**src/rtl/square_wave_meter.sv**
```systemverilog
// square_wave_meter: measures each half-period of an asynchronous square wave and recovers the
// generator prescaler (half-period - 1). Define SQW_MATCH_EN to add the expected/match comparator.
module square_wave_meter #(
   parameter int CNT_W     = 16,
   parameter int TIMEOUT   = 65535,
   parameter int MATCH_TOL = 0
) (
   input  logic             clk,
   input  logic             rst_n,
   input  logic             ena,
   input  logic             sig,
   output logic [CNT_W-1:0] prescaler_out,
   output logic [CNT_W:0]   period_out,
   output logic             level_high,
   output logic             meas_valid,
   output logic             timeout
`ifdef SQW_MATCH_EN
   ,
   input  logic [CNT_W-1:0] expected,
   output logic             match
`endif
);

   typedef enum logic [1:0] {IDLE = 2'd0, ARM = 2'd1, RUN = 2'd2} state_t;

   localparam logic [CNT_W-1:0] CNT_MAX = '1;
   localparam logic [CNT_W-1:0] TO_LIM  = CNT_W'(TIMEOUT);

   state_t           state;
   logic             s1, s2, s3;
   logic             sig_edge;
   logic [CNT_W-1:0] cnt, cnt_inc;
   logic [CNT_W-1:0] hi_cnt, lo_cnt, other_cnt;
   logic             hi_ok, lo_ok, other_ok;
   logic [CNT_W:0]   period_sum;

   // s3 is the level of the phase that the current edge terminates.
   assign sig_edge   = s2 ^ s3;
   assign cnt_inc    = (cnt == CNT_MAX) ? cnt : cnt + CNT_W'(1);
   assign other_cnt  = s3 ? lo_cnt : hi_cnt;
   assign other_ok   = s3 ? lo_ok : hi_ok;
   assign period_sum = {1'b0, cnt} + {1'b0, other_cnt} + (CNT_W+1)'(2);

`ifdef SQW_MATCH_EN
   localparam logic [CNT_W-1:0] TOL = CNT_W'(MATCH_TOL);
   logic [CNT_W-1:0] diff;
   logic             match_hit;
   assign diff      = (cnt >= expected) ? cnt - expected : expected - cnt;
   assign match_hit = (diff <= TOL);
`endif

   always_ff @(posedge clk or negedge rst_n) begin
      if (!rst_n) begin
         state         <= IDLE;
         s1            <= 1'b0;
         s2            <= 1'b0;
         s3            <= 1'b0;
         cnt           <= '0;
         hi_cnt        <= '0;
         lo_cnt        <= '0;
         hi_ok         <= 1'b0;
         lo_ok         <= 1'b0;
         prescaler_out <= '0;
         period_out    <= '0;
         level_high    <= 1'b0;
         meas_valid    <= 1'b0;
         timeout       <= 1'b0;
`ifdef SQW_MATCH_EN
         match         <= 1'b0;
`endif
      end else begin
         // The synchronizer keeps running while idle so re-arming never sees a stale edge.
         s1         <= sig;
         s2         <= s1;
         s3         <= s2;
         meas_valid <= 1'b0;
         if (!ena) begin
            state         <= IDLE;
            cnt           <= '0;
            hi_cnt        <= '0;
            lo_cnt        <= '0;
            hi_ok         <= 1'b0;
            lo_ok         <= 1'b0;
            prescaler_out <= '0;
            period_out    <= '0;
            level_high    <= 1'b0;
            timeout       <= 1'b0;
`ifdef SQW_MATCH_EN
            match         <= 1'b0;
`endif
         end else begin
            case (state)
               IDLE: state <= ARM;
               ARM, RUN: begin
                  if (sig_edge) begin
                     cnt     <= '0;
                     timeout <= 1'b0;
                     if (state == ARM) begin
                        state <= RUN;
                     end else begin
                        prescaler_out <= cnt;
                        level_high    <= s3;
                        meas_valid    <= 1'b1;
                        period_out    <= other_ok ? period_sum : '0;
                        if (s3) begin
                           hi_cnt <= cnt;
                           hi_ok  <= 1'b1;
                        end else begin
                           lo_cnt <= cnt;
                           lo_ok  <= 1'b1;
                        end
`ifdef SQW_MATCH_EN
                        match <= match_hit;
`endif
                     end
                  end else begin
                     cnt <= cnt_inc;
                     if (cnt_inc >= TO_LIM) begin
                        timeout <= 1'b1;
`ifdef SQW_MATCH_EN
                        match   <= 1'b0;
`endif
                     end
                  end
               end
               default: state <= IDLE;
            endcase
         end
      end
   end

endmodule

```
**config.mk**
```make
export PLATFORM = sky130hd
export DESIGN_NAME = square_wave_meter
export DESIGN_NICKNAME = d
export VERILOG_FILES = /design/src/rtl/square_wave_meter.sv
export SDC_FILE = /design/constraint.sdc
export NUM_CORES = 1
export LEC_CHECK = 0
export BUFFER_PORTS_ARGS = -buffer_cell sky130_fd_sc_hd__buf_2
export CAP_MARGIN = 20
export CORE_MARGIN = 10
export CORE_UTILIZATION = 50
export CTS_CLUSTER_DIAMETER = 40
export DETAILED_ROUTE_END_ITERATION = 7
export GPL_TIMING_DRIVEN = 0
export PLACE_DENSITY = 0.69
export SYNTH_ARGS = -nofsm -noshare
export SYNTH_HDL_FRONTEND = slang
export SYNTH_SLANG_ARGS = --single-unit
```
**constraint.sdc**
```tcl
create_clock -name clk -period 3.4 [get_ports clk]
set_clock_uncertainty 0.15 [all_clocks]
set_input_delay 0.17 -clock clk [delete_from_list [all_inputs] [get_ports clk]]
set_output_delay 0.17 -clock clk [all_outputs]
set_load 0.01 [all_outputs]
```
* After elaboration in Yosys (flattened, before gate mapping)
Cells that the tools add are included.
** Operators by class
- $add $sub $neg :: 3
- Order comparisons :: 1
- Equal/unequal tests :: 11
- Multiplexer cells :: 51
- Bitwise gates (word level) :: 1
- Reduce and logical (&&, ||, !) cells :: 7
** Operators with widths (count)
- 2-to-1 mux 16 bit :: 19
- 2-to-1 mux 17 bit :: 5
- 2-to-1 mux 1 bit :: 23
- adder 16 x 16 -> 17 bit :: 1
- adder 17 x 2 -> 17 bit, second input constant :: 1
- adder 16 x 1 -> 16 bit, second input constant :: 1
- equality test 16 bit, second input constant :: 1
- >= comparator 16 bit, second input constant :: 1
- AND reduction 4 bit :: 2
- 2-to-1 mux 2 bit :: 3
- inequality test 2 x 1 -> 1 bit, second input constant :: 3
- inequality test 3 bit, second input constant :: 2
- inequality test 2 bit, second input constant :: 2
- case mux 2 bit (2 select lines) :: 1
- AND reduction 2 bit :: 2
- inequality test 3 x 1 -> 1 bit, second input constant :: 1
- AND reduction 3 bit :: 1
- equality test 2 x 1 -> 1 bit, second input constant :: 1
- equality test 2 bit, second input constant :: 1
- zero test 2 bit :: 1
- OR reduction 2 bit :: 1
- bitwise XOR 1 bit :: 1
** Word-level totals
- Bits in registers :: 91
- Bits of input ports :: 4
- Word-level logic and storage cells :: 88

* Logic depth before layout (Yosys ltp)
Gate-level depths: netlist (run 1).
- Depth after elaboration :: 8
- Depth in mapped cells :: 15
- Mapped depth without buffers :: 13

* Worst setup path before layout (run 1)
No wires, ideal clock.
- Kind :: reg-to-reg
- From :: register s3
- To :: register period_out[16]
- Arrival time :: 3133 ps
- Path slack :: -17 ps
- Cell stages (with the launch flop) :: 13
- Path buffers :: 2
- Clock period less this slack :: 3417 ps
- Path through :: dfrtp_1 > buf_1 > buf_1 > mux2_2 > ha_1 > ha_1 > a21oi_1 > o21ai_0 > a221oi_1 > o21ai_0 > a21oi_1 > xor2_1 > o21ai_0
** Between the ends
- Cells in the longest elaborated chain, start to end :: 8
- Elaborated cells on any way between the ends :: 12
** RTL lines
- start: declaration :: line 30 : logic s1, s2, s3;
- start signal: assignment :: line 57 : s3 <= 1'b0;
- start signal: assignment :: line 75 : s3 <= s2;
- 2-to-1 mux 16 bit :: line 40 : assign other_cnt = s3 ? lo_cnt : hi_cnt;
- adder 16 x 16 -> 17 bit :: line 42 : assign period_sum = {1'b0, cnt} + {1'b0, other_cnt} + (CNT_W+1)'(2);
- adder 17 x 2 -> 17 bit :: line 42
- 2-to-1 mux 17 bit :: line 104 : period_out <= other_ok ? period_sum : '0;
- 2-to-1 mux 17 bit :: line 98 : if (state == ARM) begin
- 2-to-1 mux 17 bit :: line 95 : if (sig_edge) begin
- 2-to-1 mux 17 bit :: line 92 : case (state)
- 2-to-1 mux 17 bit :: line 77 : if (!ena) begin
- end signal: assignment :: line 104
- end: declaration :: line 13 : output logic [CNT_W:0] period_out,
Several ways; a longest one is shown, not always the timed one. The select of a mux whose other input is x is not followed.
A chain may end at the register's enable or synchronous reset.

* Worst setup path after layout (run 1)
Ends and elaborated chain as after synthesis.

==> metrics.txt, run 1 <==
Max Cap Viol 0; Antenna Nets Post-Route 0; period utilization 0.949; share of cells above drive strength 1 0.155; fin nets 678; post-synthesis cell count between 500 and 600; Post-synth EDFFs 0; maximum buffer depth of the clock tree 2; CP peak stage delay between 0.4 and 0.5 ns; Place WS -0.540 ns; final WL about 13000 µm; Ant. Diodes 0; drt drc 0; Cell Area, Placed 5550 µm²; fillers between 900 and 1000; CP startpoint kind flop; Via density 5.74; post-synthesis sequential element count between 90 and 100; area grow syn2layout 13.1%; first-pass GRT wire length around 22000 µm; fmax between 300 and 400 MHz; Max-slew headroom 0.431; largest net degree at the start of global routing 75; Peak supply drop between 0.2 and 0.25 mV; core area 9910 µm²; Worst-Skew Late Latency 0.38 ns; kind of critical path flop to flop; DRT iter0 DRCs ~350; most common flop cell mapped by yosys dfrtp_1; Die Wd 122 µm; CTS clk-pin slew, worst paths approximately 0.10 ns; number of buffers created by CTS 9; Final Power 2.21 mW; worst min path class primary input to async pin; Slew Viols, Final 0; GP Congestion 0.929; die area around 15000 µm²; Most common cell on crit path o21ai_0; syn nets slightly above 600; Worst path slowest cell dfrtp_2; CP Depth 11; H-tree levels 3; post-synth top area share 0.442; crit end category flop; synth top area cells dfrtp_1 (44%), nand2_1 (9.9%), ha_1 (8.3%); sequential area share after synthesis 0.442; post-route setup slack ~0.17 ns; Rows 36; die height roughly 120 µm; vias in the first global route around 4300; LEAKAGE about 2.7 nW; ys async rst share 1.00; pwr/cell area about 380 nW/µm²; aggregate global-route resource usage 0.183; Hold Vio Cnt, Final 0; Least-Margin Pin Slew roughly 0.85 ns; Root Buffer clkbuf_8; CP cell instances buf_4 > mux2_2 > ha_1 > ha_1 > a21oi_2 > o21ai_0 > a221oi_1 > o21ai_0 > a21oi_1 > xor2_1 > o21ai_0; IO Port Bufs 39; Final Instance Area approximately 5800 µm²; Initial DRT Pass Iterations 5; boundary pin count 40; required time worst endpoint between 3 and 4 ns; Yosys top cell by area dfrtp_1; Clock Sinks 91; final setup vio count 0; CTS tree yes; most frequent cell after synthesis nand2_1; Final min period between 3 and 4 ns; Buf/Inv on CP 1; worst path arrival time between 3 and 4 ns; total grt overflow 0; initial antenna violation count 0; hpwl dp ~9600 µm; synth unique cells between 50 and 60; Ys Warns 0; Vias ~4500; Commonest cells post-synth nand2_1 (136), dfrtp_1 (91), a21oi_1 (76), o21ai_0 (39), ha_1 (34); wire per inst approximately 17 µm; final setup TNS 0 ns; reg2reg path depth 11; Starting Density 0.520; run status finished, final reports clean; Worst path top cell family by delay compound AO/OA/AOI/OAI gates; synthesized area per cell 8.82 µm²; Synth Cell Area approximately 5200 µm²; RSZ-0062 raised after global routing no; CP max FO 10
## state kept, by name, indices dropped and copies added, names as in the netlist, 2 cells and up
| signal | count |
|---|---|
| state | 2 |
| prescaler_out | 16 |
| lo_cnt | 16 |
| cnt | 16 |
| period_out | 17 |
| hi_cnt | 16 |
## cell usage in the layout, fill, tap and decap left out, drive strengths merged, types with 4 or more instances in the layout
master,instances
xor2,10
a211oi,4
nand4,7
dfrtp,91
inv,11
buf,53
o31ai,6
a31oi,9
nand2,136
ha,34
nor3,4
clkbuf,34
a22o,4
mux2,17
nand3,16
o21ai,40
nor2,31
a21o,6
nand2b,5
a21oi,76
## logic make-up after synthesis
family,Yosys count,synth area share
buffers and inverters,46,0.0367
DFF,91,0.442
xor gates and xnor gates,12,0.0204
adders and majority gates,36,0.0884
muxes,19,0.0410
AOI/OAI and AO/OA,162,0.182
and+or+nand+nor,218,0.189
## through the flow
stage	hold WS (ns)	utilization	cells
final	0.0392	0.588	777
after global routing	0.0563	0.588	777
after CTS	0.0436	0.586	777
after detailed placement	-0.0891	0.560	757
after global placement	0.131	0.556	756
after floorplan	-0.276	-	584
## worst paths after layout
check	slack, ns	start	end
max	0.17	s3	period_out[16]
min	0.04	rst_n	lo_cnt[1]
max reg2reg	0.17	s3	period_out[16]
min reg2reg	0.20	s1	s2
max in group asynchronous	2.42	rst_n	s3
min in group clk	0.20	s1	s2
## layout make-up
type,instances,area (µm²),area share
tap,133,166,0.0286
buffer,34,148,0.0253
timing repair buffer,45,270,0.0464
inverter,11,41.3,0.00708
sequential,91,2280,0.391
clock buffer,11,151,0.0260
clock inverter,5,61.3,0.0105
multi-input combinational,447,2710,0.465
## layer usage
layer | up-vias | track usage | part of all wire
met4 | 0 | 0.0596 | 0.016
met2 | 154 | 0.291 | 0.46
li1 | 2159 | - | -
met3 | 21 | 0.0461 | 0.067
met5 | - | 0 | 0
met1 | 2126 | 0.238 | 0.45
## report_power, final
group	internal (mW)	switching [mW]
combinational	0.0816	0.228
clock	0.381	0.412
sequential	1.10	0.0119
total	1.56	0.652
## repair_timing
item	in CTS	in global routing
hold buffers	3	0
resized for setup	2	5
endpoints found under the hold margin	95	0
endpoints found under the setup margin	9	4
buffers inserted	2	0
pin swaps	0	2
Note: power is estimated with default switching activity, not from simulation.
==> inputs of run 2 (changes only) <==
CORE_ASPECT_RATIO = 0.75   (was default)
PLACE_DENSITY = 0.66   (was 0.69)
clock period = 3.05 ns   (was 3.4 ns; I/O delays follow)
==> run 2 against run 1 <==
Net effect:
- die area is 0.28% higher
- wire length is 9.2% higher
- non-clock buffer count up 13
- power rose by 24%
- register-to-register slack lost 0.098 ns
- setup slack got worse by 0.098 ns
- maximum frequency grew 8.5%
- core utilization grew 5.9 points
- clock-buffer cell count fell by 2
- flip-flop and latch count unchanged
- via count up 3.9%
- global-route usage increased by 1.2 points
- critical path type unchanged
==> metrics.txt, run 2 (synthesized netlist as in run 1, its figures left out) <==
Worst-Skew Late Latency 0.34 ns (was 0.38 ns); final setup vio count 0 (unchanged); maximum buffer depth of the clock tree 2 (unchanged); Slew Viols, Final 0 (unchanged); Starting Density 0.523 (was 0.520); Final min period 2.98 ns (was 3.23 ns); die area 14800 µm² (about the same); Setup crit start s3 (unchanged); fillers 831 (was 910); most frequent cells in the layout nand2_1 (136), dfrtp_1 (90), a21oi_1 (70) (was nand2_1 (136), dfrtp_1 (90), a21oi_1 (75)); H-tree levels 3 (unchanged); R2R Path End period_out[8] (was period_out[16]); commonest non-fill, non-tap cell in the layout nand2_1 (unchanged); RSZ-0062 raised after global routing yes (was no); reg-to-reg startpoint s3 (unchanged); Reg area 2280 µm² (unchanged); aggregate global-route resource usage 0.195 (was 0.183); register with the most flip-flops period_out (unchanged); area taken by multi-input logic gates 3050 µm² (was 2710 µm²); CP cell instances buf_8 > buf_4 > mux2_2 > ha_1 > ha_4 > o21ai_1 > nand2b_1 > a31oi_4 > buf_4 > buf_4 > buf_4 > buf_4 > xor2_1 > o21ai_1 (was buf_4 > mux2_2 > ha_1 > ha_1 > a21oi_2 > o21ai_0 > a221oi_1 > o21ai_0 > a21oi_1 > xor2_1 > o21ai_0); required time worst endpoint 3.11 ns (was 3.50 ns); pwr/cell area 431 nW/µm² (was 380 nW/µm²); vias in the first global route 4400 (was 4315); kind of critical path flop to flop (unchanged); area grow syn2layout 23.8% (was 13.1%); initial antenna violation count 0 (unchanged); Vias 4633 (was 4460); CP startpoint kind flop (unchanged); final WL 14600 µm (was 13300 µm); Max-slew headroom 0.389 (was 0.431); Worst path top cell family by delay buffers and inverters (was compound AO/OA/AOI/OAI gates); total grt overflow 0 (unchanged); Initial DRT Pass Iterations 7 (was 5); crit end category flop (unchanged); CP peak stage delay 0.43 ns (was 0.41 ns); hpwl dp 10300 µm (was 9650 µm); Via density 5.87 (was 5.74); share of cells above drive strength 1 0.231 (was 0.155); post-route setup slack 0.0739 ns (was 0.172 ns); fin nets 691 (was 678); run status finished, final reports clean (unchanged); Antenna Nets Post-Route 0 (unchanged); worst path arrival time 3.04 ns (was 3.33 ns); CP max FO 8 (was 10); Max Cap Viol 0 (unchanged); period utilization 0.976 (was 0.949); largest net degree at the start of global routing 55 (was 75); LEAKAGE 2.82 nW (was 2.71 nW); core area 9850 µm² (was 9910 µm²); Worst path slowest cell dfrtp_2 (unchanged); reg2reg path depth 14 (was 11); first-pass GRT wire length 23000 µm (was 21900 µm); wire per inst 18.4 µm (was 17.1 µm); Most common cell on crit path buf_4 (was o21ai_0); worst min path class primary input to async pin (unchanged); boundary pin count 40 (unchanged); Final Power 2.75 mW (was 2.21 mW); fmax 336 MHz (was 310 MHz); max reg flops 17 (unchanged); die height 108 µm (was 122 µm); IO Port Bufs 39 (unchanged); Rows 31 (was 36); FF-to-FF setup slack 0.07 ns (was 0.17 ns); Root Buffer clkbuf_16 (was clkbuf_8); Peak supply drop 0.360 mV (was 0.229 mV); Place WS -0.513 ns (was -0.540 ns); Hold Vio Cnt, Final 0 (unchanged); drt drc 0 (unchanged); Final Core Density 0.647 (was 0.588); CTS tree yes (unchanged); DRT iter0 DRCs 326 (was 351); Ant. Diodes 0 (unchanged); final hold slack 0.183 ns (was 0.0392 ns); GP Congestion 0.924 (was 0.929); Buf/Inv on CP 6 (was 1); CTS clk-pin slew, worst paths 0.07 ns (was 0.10 ns); number of buffers created by CTS 9 (unchanged); Die Wd 137 µm (was 122 µm); Clock Sinks 91 (unchanged); Least-Margin Pin Slew 0.914 ns (was 0.851 ns)
[run 2: power breakdown]
group / total, mW / switching [mW] / leakage [nW] / internal (mW)
sequential: 1.24 / 0.0134 / 1.26 / 1.23
combinational: 0.362 / 0.265 / 1.41 / 0.0973
clock: 1.15 / 0.502 / 0.151 / 0.643
[run 2: timing repair]
action	4_1_cts	5_1_grt
endpoints found under the hold margin	41	0
hold buffers	3	0
buffers inserted	11	3
pin swaps	13	19
setup endpoints to repair	9	8
resized for setup	31	40
[run 2: worst max-delay path by stage]
stage / to / slack [ns] / cells after the start
detailed placement: period_out[16] / -0.51 / 12
CTS: period_out[8] / 0.007 / 13
global route: period_out[16] / -0.05 / 13
floorplan: period_out[16] / 0.03 / 12
global placement: period_out[16] / -0.47 / 12
finish: period_out[8] / 0.07 / 14
[run 2: layer usage]
| metal | track usage | routed length [µm] | part of all wire | up-vias |
|---|---|---|---|---|
| li1 | - | - | - | 2189 |
| met1 | 0.277 | 6770 | 0.46 | 2269 |
| met2 | 0.297 | 6680 | 0.46 | 156 |
| met3 | 0.0410 | 913 | 0.063 | 19 |
| met4 | 0.0465 | 193 | 0.013 | 0 |
| met5 | 0 | 0 | 0 | - |
[run 2: layout make-up]
class / count / share of cell area
Multi-Input combinational cell: 447 / 0.477
Timing Repair Buffer: 57 / 0.0585
Clock buffer: 9 / 0.0353
Inverter: 11 / 0.00647
Tap cell: 132 / 0.0259
Buffer: 35 / 0.0275
Sequential cell: 91 / 0.357
Clock inverter: 7 / 0.0118
[run 2: per-stage QoR]
| stage | setup TNS (ns) | cell area (µm²) | cells |
|---|---|---|---|
| final | 0 | 6380 | 789 |
| after global routing | -0.144 | 6380 | 789 |
| after CTS | 0 | 6100 | 786 |
| after detailed placement | -2.63 | 5560 | 756 |
| after global placement | -2.31 | 5520 | 755 |
| after floorplan | 0 | 5160 | 584 |
[run 2: worst register-to-register path, delay by kind of cell (launching register included)]
kind / cells / cell delay [ns]
flops: 1 / 0.43
mux: 1 / 0.27
buf+inv: 6 / 0.68
compound gates: 3 / 0.46
simple gates: 1 / 0.12
xor+xnor: 1 / 0.14
fa+ha+maj: 2 / 0.61
==> inputs of run 3 (changes only) <==
BUFFER_PORTS_ARGS = -buffer_cell sky130_fd_sc_hd__buf_4   (was -buffer_cell sky130_fd_sc_hd__buf_2)
==> run 3 against run 2 <==
Net effect:
- combinational power is 5% higher
- clock-buffer cell count is 2 higher
- sequential share of layout area down 1.2 points
- clock power rose by 8%
- power grew 4.3%
- setup slack worse by 0.040 ns
- via count increased by 0.71%
- first-iteration DRC count rose by 22%
- wire length rose by 1.6%
- critical path type unchanged
- critical endpoint is now period_out[16]
- largest power group unchanged
==> metrics.txt, run 3 (synthesized netlist as in run 1, its figures left out) <==
register with the most flip-flops period_out (unchanged); fmax 332 MHz (was 336 MHz); Place WS -0.510 ns (was -0.513 ns); DRT iter0 DRCs 399 (was 326); RSZ-0062 raised after global routing yes (unchanged); area grow syn2layout 28.0% (was 23.8%); kind of critical path flop to flop (unchanged); Via density 5.88 (was 5.87); switch share 0.269 (was 0.284); CTS clk-pin slew, worst paths 0.06 ns (was 0.07 ns); Final Power 2.86 mW (was 2.75 mW); die height 108 µm (unchanged); initial antenna violation count 0 (unchanged); Cell Area, Placed 5640 µm² (was 5560 µm²); CP max FO 7 (was 8); CP startpoint kind flop (unchanged); worst path arrival time 3.08 ns (was 3.04 ns); Final Core Density 0.669 (was 0.647); IO Port Bufs 39 (unchanged); Max Cap Viol 0 (unchanged); Sequential Power Share 0.433 (was 0.451); aggregate global-route resource usage 0.201 (was 0.195); Antenna Nets Post-Route 0 (unchanged); final setup TNS 0 ns (unchanged); Worst-Skew Late Latency 0.35 ns (was 0.34 ns); drt drc 0 (unchanged); run status finished, final reports clean (unchanged); total grt overflow 0 (unchanged); Hold Vio Cnt, Final 0 (unchanged); final WL 14800 µm (was 14600 µm); boundary pin count 40 (unchanged); Root Buffer clkbuf_16 (unchanged); LEAKAGE 2.84 nW (was 2.82 nW); crit end category flop (unchanged); dpl cells 756 (unchanged); Clock power frac 0.434 (was 0.417); worst min path class flop to flop (was primary input to async pin); Comb power frac 0.133 (was 0.132); R2R Path End period_out[16] (was period_out[8]); H-tree levels 3 (unchanged); Ant. Diodes 0 (unchanged); CTS tree yes (unchanged); wire per inst 18.6 µm (was 18.4 µm); final setup vio count 0 (unchanged); Final Instance Area 6590 µm² (was 6380 µm²); hpwl dp 10300 µm (about the same); max reg flops 17 (unchanged); share of cells above drive strength 1 0.243 (was 0.231); Die Wd 137 µm (unchanged); Max-slew headroom 0.362 (was 0.389); reg-to-reg startpoint s3 (unchanged); FF-to-FF setup slack 0.03 ns (was 0.07 ns); vias in the first global route 4482 (was 4400); first-pass GRT wire length 23700 µm (was 23000 µm); Setup crit start s3 (unchanged); number of buffers created by CTS 9 (unchanged); Critical Path Sink period_out[16] (was period_out[8]); Vias 4666 (was 4633); Least-Margin Pin Slew 0.955 ns (was 0.914 ns); core area 9850 µm² (unchanged); Peak supply drop 0.342 mV (was 0.360 mV); post-route insts no fill 794 (was 789); required time worst endpoint 3.11 ns (about the same); pwr/cell area 435 nW/µm² (was 431 nW/µm²); largest net degree at the start of global routing 55 (unchanged); Rows 31 (unchanged); maximum buffer depth of the clock tree 2 (unchanged); post-route setup slack 0.0342 ns (was 0.0739 ns); Clock Sinks 91 (unchanged); Initial DRT Pass Iterations 5 (was 7); Pint 2.09 mW (was 1.97 mW); Slew Viols, Final 0 (unchanged); die area 14800 µm² (unchanged); Sw Pwr 770 µW (was 780 µW); most frequent cells in the layout nand2_1 (136), dfrtp_1 (90), a21oi_1 (71) (was nand2_1 (136), dfrtp_1 (90), a21oi_1 (70)); fin nets 696 (was 691); reg2reg path depth 13 (was 14); Starting Density 0.523 (unchanged); Hold Path Depth 0; GP Congestion 0.920 (was 0.924); final hold slack 0.207 ns (was 0.183 ns); period utilization 0.989 (was 0.976); Final min period 3.02 ns (was 2.98 ns); commonest non-fill, non-tap cell in the layout nand2_1 (unchanged)
run 3: cell count changes in the layout (fill, tap and decap cells not counted), moves of 2 or more:
cell      change
a31oi_2       +2
a31oi_4       -2
buf_2        -38
buf_4        +38
buf_6         +5
clkbuf_8      +2
ha_1          -3
ha_4          +4
inv_1         -2
inv_2         +2
inv_6         -3
o21ai_1       +3
o21ai_2       -3
run 3: worst min path at each step:
stage / startpoint / endpoint / slack [ns]
CTS: s1 / s2 / 0.21
global placement: sig / s1 / 0.11
detailed placement: rst_n / period_out[2] / 0.11
floorplan: rst_n / cnt[0] / -0.29
finish: s1 / s2 / 0.21
global route: s1 / s2 / 0.23
run 3: area by class of cell:
type | count | area [µm²]
plain buffers | 35 | 176
multi-input cells | 447 | 3090
well taps | 132 | 165
repair buffers | 62 | 517
clock buffers | 11 | 253
clock inverters | 5 | 75.1
flip-flops and latches | 91 | 2280
inverters | 11 | 41.3
fillers | 820 | 3260
run 3: power groups by stage:
stage	clock network (mW)	logic [mW]	registers, mW
finish	1.24	0.380	1.24
global route	1.30	0.421	1.24
CTS	1.26	0.361	1.24
detailed placement	0	0.345	1.26
global placement	0	0.336	1.26
floorplan	0	0.210	1.26
run 3: metal layers:
| metal | up-vias | global-route usage | share of wire |
|---|---|---|---|
| met3 | 19 | 0.0448 | 0.049 |
| met1 | 2315 | 0.291 | 0.48 |
| met4 | 0 | 0.0450 | 0.013 |
| met2 | 124 | 0.299 | 0.45 |
| met5 | - | 0 | 0 |
| li1 | 2208 | - | - |
run 3: worst max-delay path, cell delays in order (launching register included):
cell	delay, ns
dfrtp_2	0.42
buf_8	0.14
buf_12	0.14
buf_12	0.13
mux2_2	0.30
ha_4	0.29
ha_4	0.23
a21oi_4	0.16
o21ai_2	0.09
a221oi_2	0.30
o21ai_1	0.12
a21oi_1	0.17
xor2_1	0.17
o21ai_0	0.09
run 3: what timing repair did:
| item | CTS | global route |
|---|---|---|
| endpoints found under the setup margin | 9 | 14 |
| resized for setup | 38 | 46 |
| setup buffers | 13 | 6 |
| pin swaps | 13 | 17 |
| endpoints found under the hold margin | 57 | 0 |
| hold buffers | 3 | 0 |
